===== config.mk =====
export PLATFORM = sky130hd
export DESIGN_NAME = muldiv_hilo_ctrl_flat
export DESIGN_NICKNAME = d
export VERILOG_FILES = /design/src/rtl/muldiv_hilo_ctrl_pkg.sv /design/src/rtl/muldiv_hilo_ctrl_if.sv /design/src/rtl/muldiv_hilo_ctrl_md_iter_core.sv /design/src/rtl/muldiv_hilo_ctrl.sv /design/src/flat_wrapper.sv
export SDC_FILE = /design/constraint.sdc
export NUM_CORES = 1
export LEC_CHECK = 0
export CAP_MARGIN = 20
export CORE_ASPECT_RATIO = 0.7
export CORE_MARGIN = 2
export CORE_UTILIZATION = 40
export DETAILED_ROUTE_END_ITERATION = 6
export SYNTH_ARGS = -nofsm -noshare
export SYNTH_HDL_FRONTEND = slang
export SYNTH_HIERARCHICAL = 1
export SYNTH_SLANG_ARGS = --single-unit

===== constraint.sdc =====
create_clock -name clk -period 3.6 [get_ports clk]
set_input_delay 0.72 -clock clk [delete_from_list [all_inputs] [get_ports clk]]
set_output_delay 0.72 -clock clk [all_outputs]
set_load 0.01 [all_outputs]

===== src/rtl/muldiv_hilo_ctrl_pkg.sv =====
// Shared definitions for the HI/LO multiply/divide sequencer: op codes,
// FSM state encoding, default widths and small op-decode helpers.
package hilo_pkg;

    localparam int DEF_WIDTH = 32;
    localparam int DEF_CNT_W = 5;

    typedef enum logic [2:0] {
        MD_NONE  = 3'd0,
        MD_MULT  = 3'd1,
        MD_MULTU = 3'd2,
        MD_DIV   = 3'd3,
        MD_DIVU  = 3'd4,
        MD_MTHI  = 3'd5,
        MD_MTLO  = 3'd6
    } md_op_t;

    typedef enum logic [1:0] {
        IDLE = 2'd0,
        RUN  = 2'd1,
        FIX  = 2'd2
    } md_state_t;

    // True for the four ops that need the iterative datapath.
    function automatic logic is_md_op(input logic [2:0] op);
        return (op == MD_MULT) || (op == MD_MULTU) ||
               (op == MD_DIV)  || (op == MD_DIVU);
    endfunction

    // True for the ops whose operands are two's-complement.
    function automatic logic is_signed_op(input logic [2:0] op);
        return (op == MD_MULT) || (op == MD_DIV);
    endfunction

    // True for the divide flavours.
    function automatic logic is_div_op(input logic [2:0] op);
        return (op == MD_DIV) || (op == MD_DIVU);
    endfunction

endpackage


===== src/rtl/muldiv_hilo_ctrl_if.sv =====
// EX-stage control bus between the pipeline and the HI/LO sequencer.
//
// Handshake: the pipeline asserts req with op/src_a/src_b and must hold all
// three stable for every cycle in which stall is high; the request is
// consumed on the first rising edge where stall is low. flush overrides and
// discards whatever is presented or in flight.
interface muldiv_hilo_ctrl_if
    import hilo_pkg::*;
#(
    parameter int WIDTH = DEF_WIDTH
);
    logic             req;
    logic [2:0]       op;
    logic [WIDTH-1:0] src_a;
    logic [WIDTH-1:0] src_b;
    logic             flush;
    logic             stall;
    logic             busy;
    logic [WIDTH-1:0] hi;
    logic [WIDTH-1:0] lo;

    modport master (
        output req, op, src_a, src_b, flush,
        input  stall, busy, hi, lo
    );

    modport slave (
        input  req, op, src_a, src_b, flush,
        output stall, busy, hi, lo
    );
endinterface


===== src/rtl/muldiv_hilo_ctrl_md_iter_core.sv =====
// Combinational datapath for the multiply/divide sequencer: one shift-add
// (multiply) or restoring-divide step per call, plus the final sign fix-up
// that turns magnitude results into signed HI/LO values.
module md_iter_core #(
    parameter int WIDTH = 32
) (
    input  logic             is_div,
    input  logic [WIDTH-1:0] acc,      // product upper half / partial remainder
    input  logic [WIDTH-1:0] mq,       // multiplier-product lower half / quotient
    input  logic [WIDTH-1:0] opnd,     // multiplicand or divisor magnitude
    output logic [WIDTH-1:0] acc_nxt,
    output logic [WIDTH-1:0] mq_nxt,
    input  logic             neg_prod,
    input  logic             neg_quo,
    input  logic             neg_rem,
    output logic [WIDTH-1:0] hi_res,
    output logic [WIDTH-1:0] lo_res
);

    logic [WIDTH:0]     sum;
    logic [WIDTH:0]     shifted;
    logic [WIDTH:0]     diff;
    logic [2*WIDTH-1:0] prod;

    // One iteration: multiply adds into the top half then shifts right;
    // divide shifts {rem,quo} left and keeps the trial difference if it fits.
    always_comb begin
        sum     = {1'b0, acc} + {1'b0, opnd};
        shifted = {acc, mq[WIDTH-1]};
        diff    = shifted - {1'b0, opnd};
        acc_nxt = acc;
        mq_nxt  = mq;
        if (is_div) begin
            if (shifted >= {1'b0, opnd}) begin
                acc_nxt = diff[WIDTH-1:0];
                mq_nxt  = {mq[WIDTH-2:0], 1'b1};
            end else begin
                acc_nxt = shifted[WIDTH-1:0];
                mq_nxt  = {mq[WIDTH-2:0], 1'b0};
            end
        end else if (mq[0]) begin
            acc_nxt = sum[WIDTH:1];
            mq_nxt  = {sum[0], mq[WIDTH-1:1]};
        end else begin
            acc_nxt = {1'b0, acc[WIDTH-1:1]};
            mq_nxt  = {acc[0], mq[WIDTH-1:1]};
        end
    end

    // Sign fix-up: negate the full product, or the quotient and remainder
    // independently. Divide-by-zero arrives with neg_quo clear, so the
    // all-ones quotient survives and the remainder regains the dividend sign.
    always_comb begin
        prod = {acc, mq};
        if (neg_prod) begin
            prod = -prod;
        end
        if (is_div) begin
            hi_res = neg_rem ? -acc : acc;
            lo_res = neg_quo ? -mq  : mq;
        end else begin
            hi_res = prod[2*WIDTH-1:WIDTH];
            lo_res = prod[WIDTH-1:0];
        end
    end

endmodule


===== src/rtl/muldiv_hilo_ctrl.sv =====
// HI/LO multiply/divide sequencer. Owns the HI/LO pair, runs a WIDTH-step
// iterative multiply or divide through md_iter_core, stalls the pipeline
// while iterating and commits the result in the FIX cycle. mthi/mtlo write
// directly from IDLE without stalling. CNT_W must satisfy 2**CNT_W == WIDTH.
module muldiv_hilo_ctrl
    import hilo_pkg::*;
#(
    parameter int WIDTH = DEF_WIDTH,
    parameter int CNT_W = DEF_CNT_W
) (
    input  logic                   clk,
    input  logic                   rst_n,
    muldiv_hilo_ctrl_if.slave      bus,
    output md_state_t              dbg_state
);

    md_state_t        state;
    md_state_t        state_nxt;
    logic [CNT_W-1:0] cnt;
    logic             busy_q;

    logic [WIDTH-1:0] acc;
    logic [WIDTH-1:0] mq;
    logic [WIDTH-1:0] opnd;
    logic             is_div;
    logic             neg_prod;
    logic             neg_quo;
    logic             neg_rem;

    logic [WIDTH-1:0] hi_q;
    logic [WIDTH-1:0] lo_q;

    logic [WIDTH-1:0] acc_nxt;
    logic [WIDTH-1:0] mq_nxt;
    logic [WIDTH-1:0] hi_res;
    logic [WIDTH-1:0] lo_res;

    logic             launch;
    logic             last_iter;
    logic             sgn;
    logic             a_neg;
    logic             b_neg;
    logic [WIDTH-1:0] a_abs;
    logic [WIDTH-1:0] b_abs;

    md_iter_core #(
        .WIDTH (WIDTH)
    ) u_core (
        .is_div   (is_div),
        .acc      (acc),
        .mq       (mq),
        .opnd     (opnd),
        .acc_nxt  (acc_nxt),
        .mq_nxt   (mq_nxt),
        .neg_prod (neg_prod),
        .neg_quo  (neg_quo),
        .neg_rem  (neg_rem),
        .hi_res   (hi_res),
        .lo_res   (lo_res)
    );

    // Operand conditioning: magnitudes for signed ops, raw values otherwise.
    always_comb begin
        sgn    = is_signed_op(bus.op);
        a_neg  = sgn & bus.src_a[WIDTH-1];
        b_neg  = sgn & bus.src_b[WIDTH-1];
        a_abs  = a_neg ? -bus.src_a : bus.src_a;
        b_abs  = b_neg ? -bus.src_b : bus.src_b;
        launch = (state == IDLE) & bus.req & is_md_op(bus.op) & ~bus.flush;
        last_iter = (cnt == {CNT_W{1'b1}});
    end

    // FSM next state and stall; flush forces IDLE from any state.
    always_comb begin
        state_nxt = state;
        case (state)
            IDLE:    if (launch)    state_nxt = RUN;
            RUN:     if (last_iter) state_nxt = FIX;
            FIX:                    state_nxt = IDLE;
            default:                state_nxt = IDLE;
        endcase
        if (bus.flush) begin
            state_nxt = IDLE;
        end
        bus.stall = ~bus.flush &
                    (((state == IDLE) & bus.req & is_md_op(bus.op)) |
                     (state == RUN));
    end

    // State register and registered busy flag.
    always_ff @(posedge clk or negedge rst_n) begin
        if (!rst_n) begin
            state  <= IDLE;
            busy_q <= 1'b0;
        end else begin
            state  <= state_nxt;
            busy_q <= (state_nxt != IDLE);
        end
    end

    // Iteration counter and datapath registers: loaded at launch, stepped in RUN.
    always_ff @(posedge clk or negedge rst_n) begin
        if (!rst_n) begin
            cnt      <= '0;
            acc      <= '0;
            mq       <= '0;
            opnd     <= '0;
            is_div   <= 1'b0;
            neg_prod <= 1'b0;
            neg_quo  <= 1'b0;
            neg_rem  <= 1'b0;
        end else if (launch) begin
            cnt      <= '0;
            acc      <= '0;
            is_div   <= is_div_op(bus.op);
            if (is_div_op(bus.op)) begin
                mq       <= a_abs;
                opnd     <= b_abs;
                neg_prod <= 1'b0;
                neg_quo  <= (a_neg ^ b_neg) & (bus.src_b != '0);
                neg_rem  <= a_neg;
            end else begin
                mq       <= b_abs;
                opnd     <= a_abs;
                neg_prod <= a_neg ^ b_neg;
                neg_quo  <= 1'b0;
                neg_rem  <= 1'b0;
            end
        end else if ((state == RUN) && !bus.flush) begin
            cnt <= cnt + 1'b1;
            acc <= acc_nxt;
            mq  <= mq_nxt;
        end
    end

    // HI/LO: direct moves from IDLE, result commit in FIX; flush blocks both.
    always_ff @(posedge clk or negedge rst_n) begin
        if (!rst_n) begin
            hi_q <= '0;
            lo_q <= '0;
        end else if (!bus.flush) begin
            if ((state == IDLE) && bus.req && (bus.op == MD_MTHI)) begin
                hi_q <= bus.src_a;
            end else if ((state == IDLE) && bus.req && (bus.op == MD_MTLO)) begin
                lo_q <= bus.src_a;
            end else if (state == FIX) begin
                hi_q <= hi_res;
                lo_q <= lo_res;
            end
        end
    end

    assign bus.busy  = busy_q;
    assign bus.hi    = hi_q;
    assign bus.lo    = lo_q;
    assign dbg_state = state;

endmodule


===== src/flat_wrapper.sv =====
// flat-port wrapper written by rule: the top's interface ports become plain ports
module muldiv_hilo_ctrl_flat import hilo_pkg::*;
#(
    parameter int WIDTH = DEF_WIDTH,
    parameter int CNT_W = DEF_CNT_W
)
  (clk, rst_n, dbg_state, bus_req, bus_op, bus_src_a, bus_src_b, bus_flush, bus_stall, bus_busy, bus_hi, bus_lo);
  muldiv_hilo_ctrl_if #(.WIDTH(WIDTH)) bus_i ();
  input  logic clk;
  input  logic rst_n;
  output md_state_t dbg_state;
  input wire logic [$bits(bus_i.req)-1:0] bus_req;
  input wire logic [$bits(bus_i.op)-1:0] bus_op;
  input wire logic [$bits(bus_i.src_a)-1:0] bus_src_a;
  input wire logic [$bits(bus_i.src_b)-1:0] bus_src_b;
  input wire logic [$bits(bus_i.flush)-1:0] bus_flush;
  output wire logic [$bits(bus_i.stall)-1:0] bus_stall;
  output wire logic [$bits(bus_i.busy)-1:0] bus_busy;
  output wire logic [$bits(bus_i.hi)-1:0] bus_hi;
  output wire logic [$bits(bus_i.lo)-1:0] bus_lo;
  assign bus_i.req = bus_req;
  assign bus_i.op = bus_op;
  assign bus_i.src_a = bus_src_a;
  assign bus_i.src_b = bus_src_b;
  assign bus_i.flush = bus_flush;
  assign bus_stall = bus_i.stall;
  assign bus_busy = bus_i.busy;
  assign bus_hi = bus_i.hi;
  assign bus_lo = bus_i.lo;
  muldiv_hilo_ctrl #(.WIDTH(WIDTH), .CNT_W(CNT_W)) u_core (.clk(clk), .rst_n(rst_n), .bus(bus_i), .dbg_state(dbg_state));
endmodule

; ---- After elaboration in Yosys (flattened, before gate mapping)
; Cells that the tools add are included.
[op_classes]
n_addsub = 8
magnitude_cmp = 1
n_eq_ne = 10
mux = 33
n_bitwise = 11
n_reduce_logical = 18
[op_table]
columns = cell, count
row1 = $mux W32, 22
row2 = $neg A32 Y32, 4
row3 = $mux W64, 1
row4 = $neg A64 Y64, 1
row5 = $add A32 B32 Y33, 1
row6 = $ge A33 B32 Y1, 1
row7 = $reduce_bool A32 Y1, 1
row8 = $sub A32 B32 Y32, 1
row9 = $mux W5, 2
row10 = $eq A3 B3 Y1 const B, 3
row11 = $reduce_bool A2 Y1, 4
row12 = $and A1 B1 Y1, 7
row13 = $eq A3 B2 Y1 const B, 2
row14 = $mux W2, 3
row15 = $reduce_and A3 Y1, 2
row16 = $add A5 B1 Y5 const B, 1
row17 = $eq A5 B5 Y1 const B, 1
row18 = $logic_or A1 B1 Y1, 5
row19 = $logic_and A1 B1 Y1, 4
row20 = $mux W1, 4
row21 = $pmux W2 S2, 1
row22 = $eq A3 B1 Y1 const B, 1
row23 = $eq A2 B1 Y1 const B, 1
row24 = $eq A2 B2 Y1 const B, 1
row25 = other kinds (6), 7
[word_totals]
ff_bits = 172
in_bits = 71
output_inout_bits = 68
elab_cells = 93

; ---- Longest topological paths before layout
[logic_depth]
depth_word = 10
depth_mapped = 15
ltp_nobuf = 15

; ---- By module
; Netlist, hierarchy kept.
[by_module_without_submodules]
columns = module, instances, cells_per_inst, area_per_inst_um2, seq_area_each_um2
row1 = muldiv_hilo_ctrl, 1, 996, 9282.7, 4304.1
row2 = md_iter_core, 1, 979, 6493.7, 0.0

; ---- Least setup slack after synthesis
; No wires, ideal clock.
[synth_path]
path_kind = register to register
from = register u_core.acc[25]
to = register u_core.mq[0]
setup_ps = 142
arrival_ps = 2921
required_ps = 3458
slack_ps = 536
path_stages_with_launch = 12
n_path_buf = 1
period_less_slack_ps = 3064
cell_sequence = dfrtp_1 ha_1 a21o_1 a21o_1 o31a_1 a2111oi_1 a21oi_2 buf_4 nand2_1 o21ai_0 a222oi_1 a21oi_1
[synth_via]
elab_chain_cells = 5
[synth_rtl]
columns = item, line
row1 = from (decl), muldiv_hilo_ctrl.sv:22  ; logic [WIDTH-1:0] acc;
row2 = from (signal assigned), muldiv_hilo_ctrl.sv:131  ; acc <= acc_nxt;
row3 = $ge A33 B32 Y1, muldiv_hilo_ctrl_md_iter_core.sv:34  ; if (shifted >= {1'b0, opnd}) begin
row4 = $mux W1, muldiv_hilo_ctrl_md_iter_core.sv:34
row5 = $mux W32, muldiv_hilo_ctrl_md_iter_core.sv:33  ; if (is_div) begin
row6 = via u_core.mq_nxt[0], muldiv_hilo_ctrl.sv:34  ; logic [WIDTH-1:0] mq_nxt;
row7 = $mux W32, muldiv_hilo_ctrl.sv:129  ; end else if ((state == RUN) && !bus.flush) begin
row8 = $mux W32, muldiv_hilo_ctrl.sv:112  ; end else if (launch) begin
row9 = to (signal assigned), muldiv_hilo_ctrl.sv:117  ; mq <= a_abs;
row10 = to (signal assigned), muldiv_hilo_ctrl.sv:123  ; mq <= b_abs;
row11 = to (signal assigned), muldiv_hilo_ctrl.sv:132  ; mq <= mq_nxt;
row12 = to (decl), muldiv_hilo_ctrl.sv:23  ; logic [WIDTH-1:0] mq;
; The timed path passes the listed nets, and every way through them passes these cells. The select of a mux whose other input is x is not followed.
; A chain may end at the register's enable or synchronous reset.

; ---- Final worst setup path
[layout_path]
from = input port bus_flush
to = output port bus_stall
[layout_via]
elab_chain_cells = 2
[layout_rtl]
columns = item, line
row1 = from (decl), flat_wrapper.sv:16  ; input wire logic [$bits(bus_i.flush)-1:0] bus_flush;
row2 = $not A1 Y1 (no line), n/a
row3 = $and A1 B1 Y1, muldiv_hilo_ctrl.sv:85  ; bus.stall = ~bus.flush &
row4 = to (decl), flat_wrapper.sv:17  ; output wire logic [$bits(bus_i.stall)-1:0] bus_stall;
; No other way between the ends.

==> reports/metrics.cfg <==
[outcome]
run_status = completed

[routing]
drt-initial-drc-count = 1684
dr.pass1.iters = 6
via_per_inst = 6.03
route.detailed.drc = 0
post_route_antenna_net_violation_count = 0
wirelength_mm = 61.2
wl_per_instance_um = 22.6
route.vias.total = 16300

[sta]
final_hold_viol_count = 0
clock-skew-final_ns = 0.0153
slew-limit-headroom = 0.407
rsz_0062_raised_after_global_routing = false
aggregate_negative_setup_slack_ns = 0
timing.final.crit_share = 0.983
max_slew.worst_pin.slew_ns = 0.889
report.final.setup_viol = 0
fin_crit_ns = 3.54
finalWorstSetupSlack_ns = 0.0619
timing.fmax_mhz = 283
maxSlewViolCount = 0

[hold_path]
min-delay-path-class = primary input to async pin

[critical_path]
crit_end = bus_stall
regToRegEndpoint = u_core/acc[25]$_DFFE_PN0P_
ff_to_ff_path_depth = 13
cp_data_required_time_ns = 2.88
startpoint = bus_flush
reg2reg_from = u_core/acc[0]$_DFFE_PN0P_
critical_path_class = primary input to output port
timing.reg2reg.setup_slack_ns = 0.11
setup.worst_path.start_class = primary input
crit_path_end_kind = output port
crit_path_max_fanout = 2
worst-endpoint-arrival_ns = 2.82

[clock_network]
post_cts.repair.setup_buffers = 0
clkTransAtPathRegs_ns = 0.07
tritoncts = built
cts-hold-fix-buffers = 0
cts.path.max_buffers = 2
clock-sinks = 172
htree_num_levels = 4
cts-buffers-inserted = 17
cts_root_buf = clkbuf_16
cts.repair.resized = 0
clock_latency_of_the_later_clocked_register_in_the_worst_skew_pair_ns = 0.47

[grt]
overall_fraction_of_global_route_tracks_in_use = 0.296
grt_pass1_wl_mm = 92.4
grt_remaining_overflow = 0
via_count_of_the_first_global_routing_pass = 15300
grt_antenna_before_repair = 1
grt_start_max_net_pins = 69

[synthesis]
synthesis.instances = 1975
async_reset_ff_frac = 1.00
synth_area_per_cell_sq_um = 7.99
synth_warnings = 6
number_of_nets_produced_by_synthesis = 2118
synth_sequential_area_ratio = 0.273
synth_enable_flop_cells = 0
postSynthRegisterBits = 172
syn-cell-area_sq_um = 15800
dominantRegCellSynth = dfrtp_1
synth.distinct_cells = 93

[floorplan]
pin_count = 139
chipWidth_um = 241
std_cell_rows = 60
initial_core_util = 0.408
fp.coreArea_sq_um = 38700
design.die.area_sq_um = 41100
die_y_um = 170

[final_layout]
drive_above_1_share = 0.126
stdcell_count = 2708
syn_to_final_growth_pct = 21.8
finalCoreUtilization = 0.497
fill_cells = 3808
final_nets = 2310

[power]
switchingPower_mw = 8.03
worst_vdd_rail_ir_drop_mv = 0.449
sw_frac_of_total = 0.485
clock_power_share = 0.118
p_int_mw = 8.54
power.density_cell_area_nw_per_um2 = 862
power.sequential.fraction = 0.205
static-leakage-power_nw = 8.43
comb_power_share = 0.677

[placed_design]
gp_congestion = 0.965
detailed_place_hpwl_mm = 46.7
pre_cts_slack_ns = 0.0695
placement.io_buffers = 138
post-place-cells = 2675

[flow_run]
cap_violations = 0

==> layout make-up <==
class,instances,area (sq um),area share
clock inverter,13,141,0.00735
timing repair buffer,293,2650,0.138
sequential,172,4310,0.224
antenna,1,2.50,0.000130
clock buffer,19,443,0.0230
tap,527,659,0.0343
multi-input combinational,1623,10800,0.562
inverter,60,225,0.0117
==> flip-flops by register name, indices dropped and copies added (netlist names), 2 cells and up <==
signal / count
u_core/bus.hi: 32
u_core/mq: 32
u_core/acc: 32
u_core/bus.lo: 32
u_core/cnt: 5
u_core/opnd: 32
u_core/dbg_state: 2
==> cell families after synthesis <==
logic type | synth area share
AO/OA/AOI/OAI | 0.261
XOR/XNOR | 0.0966
adder cells (fa/ha/maj) | 0.0581
buffers and inverters | 0.0471
flip-flops | 0.273
multiplexers | 0.0677
AND/OR/NAND/NOR | 0.197
==> placed cells by master, fill, tap and decap left out, types with 24 or more instances in the layout <==
cell type,Yosys,final
mux2i_1,73,73
a31oi_1,28,27
a21o_1,24,24
mux2_2,30,30
xnor2_1,86,86
a21oi_1,199,198
a211oi_1,33,31
o21a_1,24,24
clkdlybuf4s50_1,0,137
nor3_1,41,41
o221ai_1,45,45
inv_1,59,59
xor2_1,88,88
dfrtp_1,172,171
o31ai_1,29,29
o21ai_0,140,138
buf_4,2,147
ha_1,70,70
nand3_1,39,39
nand2_1,249,248
nor2_1,155,155
==> critical path, stage by stage <==
cell             delay, ns
clkdlybuf4s50_1       0.43
nor4b_2               0.36
o21ai_0               0.21
a21o_2                0.23
nand2_1               0.26
clkdlybuf4s50_1       0.61
==> how the worst min path moves through the flow <==
stage | slack, ns | to | cells past startpoint
final | 0.22 | u_core/opnd[9]$_DFFE_PN0P_ | 1
after CTS | 0.25 | u_core/opnd[9]$_DFFE_PN0P_ | 1
after global routing | 0.26 | u_core/opnd[9]$_DFFE_PN0P_ | 1
after floorplan | 0.42 | u_core/acc[0]$_DFFE_PN0P_ | 0
after global placement | 0.47 | u_core/bus.lo[5]$_DFFE_PN0P_ | 2
after detailed placement | 0.47 | u_core/bus.lo[20]$_DFFE_PN0P_ | 2
==> stage by stage <==
| stage | instance area [sq um] | power (mW) | hold slack (ns) |
|---|---|---|---|
| floorplan | 15800 | 10.2 | 0.424 |
| global placement | 18600 | 14.2 | 0.465 |
| detailed placement | 18600 | 14.3 | 0.471 |
| CTS | 19200 | 16.3 | 0.248 |
| global route | 19200 | 17.7 | 0.257 |
| finish | 19200 | 16.6 | 0.220 |
==> power by group through the flow <==
stage,logic (mW),registers [mW],clock network [mW]
floorplan,6.79,3.44,0
global placement,10.8,3.41,0
detailed placement,10.9,3.42,0
CTS,11.0,3.39,1.99
global route,12.2,3.49,2.06
finish,11.2,3.40,1.95
==> cell usage after synthesis (all sizes together), types with 5 or more instances <==
cell type  count  area [sq um]
nand3         40           205
nor3b          6          55.1
a2111oi        5          51.3
nand3b         8          72.6
xnor2         86           753
inv           59           221
or3           11          78.8
xor2          88           771
a41oi          6          52.6
buf           30           158
and3          16           100
mux2          30           338
a31oi         28           175
nor4          17           155
o41ai         16           178
nand2        251           957
dfrtp        172          4300
a21oi        202          1020
o21ai        145           726
nor3          44           235
a211oi        33           248
or2            7          43.8
nor2b         23           144
nor2         156           602
nand4         13          87.6
nand2b         8          50.1
a21o          25           189
ha            70           876
clkbuf        90           360
o211ai         9          67.6
o221ai        45           394
o21bai        11          82.6
o311ai         6          52.6
mux2i         73           731
o31ai         32           255
and2          15          93.8
a32oi          5          43.8
o21a          24           180
or4           11          90.1
a31o           5          43.8
o22ai          7          43.8
==> per-layer routing <==
layer / wire [um] / track usage / up-vias
met2: 25700 / 0.434 / 762
met5: 0 / 0 / -
met1: 28800 / 0.439 / 7897
met4: 1320 / 0.0751 / 0
met3: 5400 / 0.0612 / 81
li1: - / - / 7598
(Power assumes the default switching activity.)
